==> config.mk <==
export PLATFORM = sky130hd
export DESIGN_NAME = icache_responder
export DESIGN_NICKNAME = d
export VERILOG_FILES = /design/src/rtl/icache_responder_pkg.sv /design/src/rtl/icache_responder_sat_counter16.sv /design/src/rtl/icache_responder.sv
export SDC_FILE = /design/constraint.sdc
export NUM_CORES = 1
export LEC_CHECK = 0
export CAP_MARGIN = 20
export CORE_MARGIN = 8
export CORE_UTILIZATION = 55
export DETAILED_ROUTE_END_ITERATION = 6
export DONT_BUFFER_PORTS = 1
export GPL_TIMING_DRIVEN = 0
export PLACE_DENSITY = 0.73
export SYNTH_ARGS = -nofsm -noshare
export SYNTH_HDL_FRONTEND = slang
export SYNTH_SLANG_ARGS = --single-unit
==> constraint.sdc <==
create_clock -name CLK -period 3.1 [get_ports CLK]
set_input_delay 0.62 -clock CLK [delete_from_list [all_inputs] [get_ports CLK]]
set_output_delay 0.62 -clock CLK [all_outputs]
set_load 0.005 [all_outputs]
==> src/rtl/icache_responder_pkg.sv <==
// Shared types for the instruction cache: address split, frame layout and FSM states.
package icache_responder_pkg;

    localparam int unsigned WORD_W            = 32;
    localparam int unsigned ADDR_SPACE_WIDTH  = 16;
    localparam int unsigned ICACHE_FRAMES     = 8;
    localparam int unsigned LOG_ICACHE_FRAMES = 3;
    localparam int unsigned BLOCK_WORDS       = 2;
    localparam int unsigned BYTE_OFF_W        = 2;
    localparam int unsigned BLOCK_OFF_W       = 1;
    localparam int unsigned ICACHE_TAG_W      = ADDR_SPACE_WIDTH - LOG_ICACHE_FRAMES
                                                - BLOCK_OFF_W - BYTE_OFF_W;
    localparam int unsigned CNT_W             = 16;

    typedef logic [WORD_W-1:0]            word_t;
    typedef logic [ICACHE_TAG_W-1:0]      icache_tag_t;
    typedef logic [LOG_ICACHE_FRAMES-1:0] icache_index_t;

    typedef struct packed {
        logic                        valid;
        icache_tag_t                 tag;
        word_t [BLOCK_WORDS-1:0]     words;
    } icache_frame_t;

    typedef enum logic [1:0] {
        IDLE  = 2'd0,
        FILL0 = 2'd1,
        FILL1 = 2'd2,
        HALT  = 2'd3
    } icache_state_t;

    // Byte address of one word of a block; the upper half of the bus is always zero.
    function automatic word_t fill_addr(input icache_tag_t tag, input icache_index_t idx,
                                        input logic off);
        return {(WORD_W-ADDR_SPACE_WIDTH)'(0), tag, idx, off, BYTE_OFF_W'(0)};
    endfunction

endpackage

==> src/rtl/icache_responder_sat_counter16.sv <==
// Enabled 16-bit event counter that sticks at all-ones instead of wrapping.
module icache_responder_sat_counter16
    import icache_responder_pkg::*;
(
    input  logic             CLK,
    input  logic             nRST,
    input  logic             i_en,
    output logic [CNT_W-1:0] o_count
);

    logic [CNT_W-1:0] r_count;

    always_ff @(posedge CLK or negedge nRST) begin
        if (!nRST) begin
            r_count <= '0;
        end else if (i_en && (r_count != '1)) begin
            r_count <= r_count + CNT_W'(1);
        end
    end

    assign o_count = r_count;

endmodule

==> src/rtl/icache_responder.sv <==
// Direct-mapped read-only instruction cache: same-cycle hit lookup, two-word block fill
// from memory on a miss, and a terminal HALT state entered on icache_halt.
module icache_responder
    import icache_responder_pkg::*;
(
    input  logic              CLK,
    input  logic              nRST,
    input  logic              icache_REN,
    input  logic [WORD_W-1:0] icache_addr,
    input  logic              icache_halt,
    output logic              icache_hit,
    output logic [WORD_W-1:0] icache_load,
    output logic              mem_REN,
    output logic [WORD_W-1:0] mem_addr,
    input  logic              mem_ready,
    input  logic [WORD_W-1:0] mem_load,
    output logic [CNT_W-1:0]  hit_count,
    output logic [CNT_W-1:0]  miss_count
);

    icache_state_t r_state;
    icache_state_t w_next_state;

    icache_frame_t r_frames [ICACHE_FRAMES];
    icache_tag_t   r_miss_tag;
    icache_index_t r_miss_index;
    word_t         r_word0;

    icache_tag_t   w_tag;
    icache_index_t w_index;
    logic          w_offset;
    icache_frame_t w_frame;
    logic          w_match;
    logic          w_req;
    logic          w_miss_start;
    logic          w_cap_word0;
    logic          w_fill_write;
    icache_frame_t w_fill_frame;
    logic          w_unused_addr_bits;

    // Address decode within the 16-bit space.
    assign w_tag    = icache_addr[ADDR_SPACE_WIDTH-1 -: ICACHE_TAG_W];
    assign w_index  = icache_addr[BYTE_OFF_W+BLOCK_OFF_W +: LOG_ICACHE_FRAMES];
    assign w_offset = icache_addr[BYTE_OFF_W];
    assign w_unused_addr_bits = ^{icache_addr[WORD_W-1:ADDR_SPACE_WIDTH],
                                  icache_addr[BYTE_OFF_W-1:0]};

    assign w_frame     = r_frames[w_index];
    assign w_match     = w_frame.valid && (w_frame.tag == w_tag);
    assign w_req       = icache_REN && !icache_halt;
    assign icache_load = w_frame.words[w_offset];

    always_ff @(posedge CLK or negedge nRST) begin
        if (!nRST) begin
            r_state <= IDLE;
        end else begin
            r_state <= w_next_state;
        end
    end

    // Halt overrides everything; fills run to completion regardless of new requests.
    always_comb begin
        w_next_state = r_state;
        if (icache_halt) begin
            w_next_state = HALT;
        end else begin
            case (r_state)
                IDLE:    if (icache_REN && !w_match) w_next_state = FILL0;
                FILL0:   if (mem_ready)              w_next_state = FILL1;
                FILL1:   if (mem_ready)              w_next_state = IDLE;
                HALT:                                w_next_state = HALT;
                default:                             w_next_state = IDLE;
            endcase
        end
    end

    always_comb begin
        icache_hit   = 1'b0;
        mem_REN      = 1'b0;
        mem_addr     = '0;
        w_miss_start = 1'b0;
        w_cap_word0  = 1'b0;
        w_fill_write = 1'b0;
        case (r_state)
            IDLE: begin
                icache_hit   = w_req && w_match;
                w_miss_start = w_req && !w_match;
            end
            FILL0: begin
                mem_REN     = 1'b1;
                mem_addr    = fill_addr(r_miss_tag, r_miss_index, 1'b0);
                w_cap_word0 = mem_ready && !icache_halt;
            end
            FILL1: begin
                mem_REN      = 1'b1;
                mem_addr     = fill_addr(r_miss_tag, r_miss_index, 1'b1);
                w_fill_write = mem_ready && !icache_halt;
            end
            default: begin
            end
        endcase
    end

    always_comb begin
        w_fill_frame       = '0;
        w_fill_frame.valid = 1'b1;
        w_fill_frame.tag   = r_miss_tag;
        w_fill_frame.words = {mem_load, r_word0};
    end

    // Miss latch, first-word buffer and frame array; the frame is written whole at the end.
    always_ff @(posedge CLK or negedge nRST) begin
        if (!nRST) begin
            for (int i = 0; i < int'(ICACHE_FRAMES); i++) begin
                r_frames[i] <= '0;
            end
            r_miss_tag   <= '0;
            r_miss_index <= '0;
            r_word0      <= '0;
        end else begin
            if (w_miss_start) begin
                r_miss_tag   <= w_tag;
                r_miss_index <= w_index;
            end
            if (w_cap_word0) begin
                r_word0 <= mem_load;
            end
            if (w_fill_write) begin
                r_frames[r_miss_index] <= w_fill_frame;
            end
        end
    end

    icache_responder_sat_counter16 u_hit_counter (
        .CLK     (CLK),
        .nRST    (nRST),
        .i_en    (icache_hit),
        .o_count (hit_count)
    );

    icache_responder_sat_counter16 u_miss_counter (
        .CLK     (CLK),
        .nRST    (nRST),
        .i_en    (w_miss_start),
        .o_count (miss_count)
    );

endmodule
==> results.toml, run 1 <==
[power]
p_leak_uw = 0.01638
max-vdd-ir-drop_mv = 0.4703
power.density_nw_per_um2 = 705.2

[min_path]
hold_class = "in2async"

[detailed_routing]
drt_drc_violations_left = 0
wl_per_cell_microns = 25.79
ant_nets = 0
vias = 16706
top_layer_used = "met4"
wl_met1_mm = 28.96
viasPerCell = 6.146
wirelength_mm = 70.09
drt_iter0_drc = 1084
met2_length_mm = 34.98
dr_wl_met3_mm = 4.010
first_pass_iters = 4

[floorplan]
dieHeight_microns = 250.8
dieArea_sq_um = 62880
boundaryPins = 167
dieWidth_microns = 250.8
start_util = 0.5535
core_area_sq_um = 54770
rows = 86

[layout]
drive_gt1_frac = 0.5042
layout_common_cells = "dfrtp_1 (679), mux2_2 (626), mux4_2 (178), clkbuf_16 (78), clkbuf_1 (65)"
final_common_cell = "dfrtp_1"
areaGrowthSynthToFinish_pct = 12.40
final_nets = 2032

[clock_network]
insertion_delay_ns = 0.61
h-tree-depth = 3
path_clk_slew_ns = 0.06
cts_sinks = 679
cts_buffers = 73
cts_root_buf = "clkbuf_16"
cts.path.max_buffers = 3
cts_tree = "built"

[run_status]
violations = "hold timing, slew limit, setup timing"
outcome = "complete, but fails checks"

[sta]
fin_worst_skew_ns = 0.01771
holdWs_ns = -0.2676
slew_violations = 542
tightest_slew_ns = 3.508
fmax_mhz = 304.7
hold_viol = 125
relSlewSlack = -1.339
period_share = 1.059
setup_slack_ns = -0.1814
finalCriticalPeriod_ns = 3.281
tns_ns = -0.1814
setup_viol = 1
rsz0062_at_grt = "yes"

[yosys]
postSynthRegisterBits = 679
async_flop_share = 1.000
syn_area_per_cell_sq_um = 16.31
yosysWarnings = 0
synth_area_leaders = "dfrtp_1 (56%), mux2_2 (23%), mux4_2 (13%)"
mappedNetlistArea_sq_um = 30310
synthCells = 1858
synth-edff-count = 0
synth.top_cell.area_share = 0.5605
yosysTopAreaCell = "dfrtp_1"
yosysSeqAreaShare = 0.5605
synthFlopType = "dfrtp_1"
synthDistinctLibCells = 41

[place]
dp_slack_ns = -1.154
portBuffers = 0
gp_congestion = 0.8092
dpl.hpwl_mm = 45.17

[global_routing]
grt_max_degree = 680
grt_antenna_before_repair = 1
grt_pass1_vias = 18208
grtUsageTotal = 0.2273
gr-total-overflow = 0
grt_first_pass_wirelength_mm = 110.6

[setup_path]
critPathMaxFanout = 2
cp-end-kind = "output port"
setup.worst_path.class = "reg2out"
worstPathArrival_ns = 2.66
cp.required_ns = 2.48
startpoint_type = "flop"

[job]
cap_violations = 0
## cell type report
type	count	area, sq um
clock buffer	110	2191
antenna	1	2.502
fill	3978	20700
clock inverter	22	181.4
timing repair buffer	7	75.07
inverter	7	26.28
tap	704	880.8
buffer	144	999.7
sequential	679	16990
multi-input combinational	1044	12720
## metrics by stage
stage,power [uW],cells,area [sq um],hold WS [ns],util
2_1_floorplan,14420,1875,30410,0.3244,-
3_3_place_gp,15230,2579,31290,0.3682,0.5713
3_5_place_dp,15550,2581,31320,0.3667,0.5719
4_1_cts,24220,2718,34060,-0.2734,0.6219
5_1_grt,25020,2718,34070,-0.2972,0.6221
6_report,24030,2718,34070,-0.2676,0.6221
## worst paths after layout
kind                                 start             to  slack (ns)  cells after the start
min reg2reg                  r_frames[599]  r_frames[599]        0.46                      1
max reg2reg                     r_state[0]   r_frames[24]        0.06                      7
max                           r_frames[66]     icache_hit       -0.18                      6
min                                   nRST   r_frames[57]       -0.27                      0
min in group CLK           icache_addr[12]  r_miss_tag[6]        0.16                      1
max in group asynchronous             nRST  r_frames[445]        0.63                      0
## registers in the layout, summed over array words and instances (netlist names)
register,count
r_frames,600
r_word0,32
u_hit_counter.o_count,16
u_miss_counter.o_count,16
r_miss_tag,10
r_miss_index,3
r_state,2
## timing repair
item                                   4_1_cts  5_1_grt
pin swaps                                    5        1
buffers inserted                             4        0
endpoints found under the hold margin      679      679
cloned                                       1        0
gates resized for setup                     96       26
setup endpoints to repair                  255       91
## cell usage after synthesis (all sizes together) (13+ instances only)
| cell | instances |
|---|---|
| mux4 | 178 |
| mux2i | 18 |
| and2 | 15 |
| nand2 | 23 |
| mux2 | 643 |
| clkbuf | 82 |
| nor2 | 13 |
| nand3 | 20 |
| xor2 | 20 |
| xnor2 | 17 |
| dfrtp | 679 |
| buf | 63 |
## worst max-delay path, stage by stage, from the launching register on
cell	delay, ns
dfrtp_1	0.38
mux4_2	0.48
mux2i_2	0.19
xor2_1	0.23
nand3_1	0.10
or4_4	0.56
nor2_4	0.13
## cells by family (layout without fill, tap and decap cells)
family	count (synthesis)	count (layout)	share of synthesized area
DFF	679	679	0.5605
xor gates and xnor gates	37	37	0.01069
and+or+nand+nor	131	131	0.02344
AOI/OAI and AO/OA	12	12	0.002889
other	1	19	0.0001237
muxes	839	839	0.3771
buffers and inverters	152	290	0.02237
adders and majority gates	7	7	0.002889
## metal layers
| metal | global-route usage | up-vias |
|---|---|---|
| li1 | - | 7093 |
| met1 | 0.2980 | 9125 |
| met2 | 0.3698 | 363 |
| met3 | 0.05763 | 125 |
| met4 | 0.07749 | 0 |
| met5 | 0 | - |
## report_power, final
group          leakage [uW]  internal (uW)  switching (uW)
combinational       0.00593           2350            1350
clock               0.00117           5060            3510
sequential          0.00928          10600            1210
No activity file was read; power rests on OpenSTA's default activity.
==> inputs of run 2 (changes only) <==
--- a/config.mk
+++ b/config.mk
@@ -7,11 +7,11 @@
 export LEC_CHECK = 0
 export CAP_MARGIN = 20
 export CORE_MARGIN = 8
-export CORE_UTILIZATION = 55
+export CORE_UTILIZATION = 30
 export DETAILED_ROUTE_END_ITERATION = 6
 export DONT_BUFFER_PORTS = 1
 export GPL_TIMING_DRIVEN = 0
-export PLACE_DENSITY = 0.73
+export PLACE_DENSITY = 0.45
 export SYNTH_ARGS = -nofsm -noshare
 export SYNTH_HDL_FRONTEND = slang
 export SYNTH_SLANG_ARGS = --single-unit
==> run 2 against run 1 <==
The flow finishes with violations (setup timing). Wire length grew 20%. Non-clock buffer count up 22. Critical path depth did not move. Design area grew 4.7%. Setup slack got worse by 0.012 ns. Clock-buffer cell count rose by 5. First-iteration DRC count is 20% lower. Worst hold slack improved by 0.28 ns. Global-route usage fell by 7.7 points. Register-to-register slack improved by 0.13 ns. Largest cell class unchanged. Largest power group unchanged.
==> results.toml, run 2 (synthesis results as in run 1) <==
[sta]
fmax_mhz = 303.6
finalCriticalPeriod_ns = 3.293
tightest_slew_ns = 1.406
slew_violations = 0
rsz0062_at_grt = "yes"
period_share = 1.062
relSlewSlack = 0.06242
hold_viol = 0
fin_worst_skew_ns = 0.02764
setup_slack_ns = -0.1935
setup_viol = 1

[detailed_routing]
drt_iter0_drc = 863
viasPerCell = 5.007
ant_nets = 0
wirelength_mm = 83.97
wl_per_cell_microns = 25.10
vias = 16748
drt_drc_violations_left = 0
first_pass_iters = 6

[clock_network]
h-tree-depth = 3
cts_tree = "built"
cts_root_buf = "clkbuf_16"
path_clk_slew_ns = 0.06
cts_buffers = 80
insertion_delay_ns = 0.64
cts_sinks = 679
cts.path.max_buffers = 3

[layout]
largest_reg_flops = 600
layout_common_cells = "dfrtp_1 (679), mux2_2 (626), mux4_2 (178), clkbuf_16 (86), clkbuf_1 (53)"
fin_cells = 3345
top_regs = "r_frames: 600 flops, r_word0: 32 flops"
areaGrowthSynthToFinish_pct = 17.72
post-route-util = 0.3563
fin_area_sq_um = 35680
drive_gt1_frac = 0.5217
multiInputGateArea_sq_um = 12820
num_antenna_cells = 0
seq_area_sq_um = 16990
final_nets = 2061
fill_cells = 9419
max_flop_register = "r_frames"
final_common_cell = "dfrtp_1"

[setup_path]
worstPathArrival_ns = 2.67
startpoint_type = "flop"
cp.buffers_inverters = 0
cp.required_ns = 2.48
cpLargestDelayFamily = "simple AND/OR/NAND/NOR gates"
critPathMaxFanout = 2
cp_slowest_cell = "or4_4"
worstPathCellList = "mux4_2 > mux2i_4 > xor2_1 > nand3_1 > or4_4 > nor2_4"
setup.worst_path.class = "reg2out"
slowest_delay_ns = 0.56
cp-end-kind = "output port"
worst-r2r-setup-slack_ns = 0.19

[power]
max-vdd-ir-drop_mv = 0.3454
power.density_nw_per_um2 = 714.0
p_leak_uw = 0.01680

[job]
cap_violations = 0

[global_routing]
grt_first_pass_wirelength_mm = 126.4
grt_antenna_before_repair = 0
grt_pass1_vias = 18591
grtUsageTotal = 0.1498
grt_max_degree = 680
gr-total-overflow = 0

[place]
placed_area_sq_um = 32170
gp_congestion = 0.7543
portBuffers = 0
post-place-cells = 3182
dpl.hpwl_mm = 54.55

[floorplan]
core_area_sq_um = 100100
rows = 116
dieHeight_microns = 333.9
start_util = 0.3027
dieWidth_microns = 333.9
boundaryPins = 167
dieArea_sq_um = 111500

[min_path]
hold_class = "in2async"

[run_status]
violations = "setup timing"
outcome = "complete, but fails checks"
==> run 2: cell types whose count changed in the layout (fill, tap and decap cells not counted), moves of 4 or more <==
cell,change
buf_4,+7
buf_16,+8
mux2i_1,-4
clkbuf_2,+10
clkbuf_16,+8
clkbuf_1,-12
buf_8,+6
bufinv_16,+5
mux2i_4,+4
clkinvlp_4,-4
==> run 2: power by group <==
| group | internal, uW | switching [uW] | total, uW |
|---|---|---|---|
| logic | 2440 | 1640 | 4080 |
| clock network | 5810 | 3840 | 9650 |
| registers | 10600 | 1210 | 11800 |
==> run 2: what timing repair did <==
item                                    CTS  global route
resized for setup                       133            23
gates cloned                              1             1
buffers inserted                          8             2
endpoints found under the setup margin  409           203
pin swaps                                 7             2
endpoints found under the hold margin   679             4
==> run 2: worst paths after layout <==
path                               startpoint             to  depth (start not counted)
worst min-delay path                     nRST  r_frames[129]                          1
worst min register to register  r_frames[449]  r_frames[449]                          1
max in group asynchronous                nRST  r_frames[533]                          3
min in group CLK                  mem_load[3]  r_frames[260]                          1
worst max-delay path             r_frames[66]     icache_hit                          6
worst max register to register     r_state[0]  r_frames[433]                          8
==> run 2: layer usage <==
layer	vias to the layer above	part of all wire	GRT usage
li1	7144	-	-
met3	123	0.049	0.03452
met5	-	0	0
met2	279	0.50	0.2521
met1	9202	0.43	0.1906
met4	0	0.026	0.04857
==> run 2: per-stage QoR <==
stage | setup slack [ns] | hold slack [ns] | power [uW] | TNS, ns
3_3_place_gp | -1.501 | 0.3974 | 15470 | -188.79
4_1_cts | -0.2504 | -0.2883 | 25690 | -0.2504
3_5_place_dp | -1.537 | 0.4016 | 15750 | -214.35
2_1_floorplan | 0.01028 | 0.3244 | 14420 | 0
6_report | -0.1935 | 0.01602 | 25480 | -0.1935
5_1_grt | -0.2904 | 0.08885 | 26780 | -0.2904
==> run 2: final cells by class <==
class,count,area share
flip-flops and latches,679,0.4762
plain buffers,145,0.03065
clock inverters,29,0.01045
clock buffers,115,0.06515
inverters,7,0.0007364
well taps,1298,0.04551
multi-input cells,1044,0.3592
repair buffers,28,0.01210
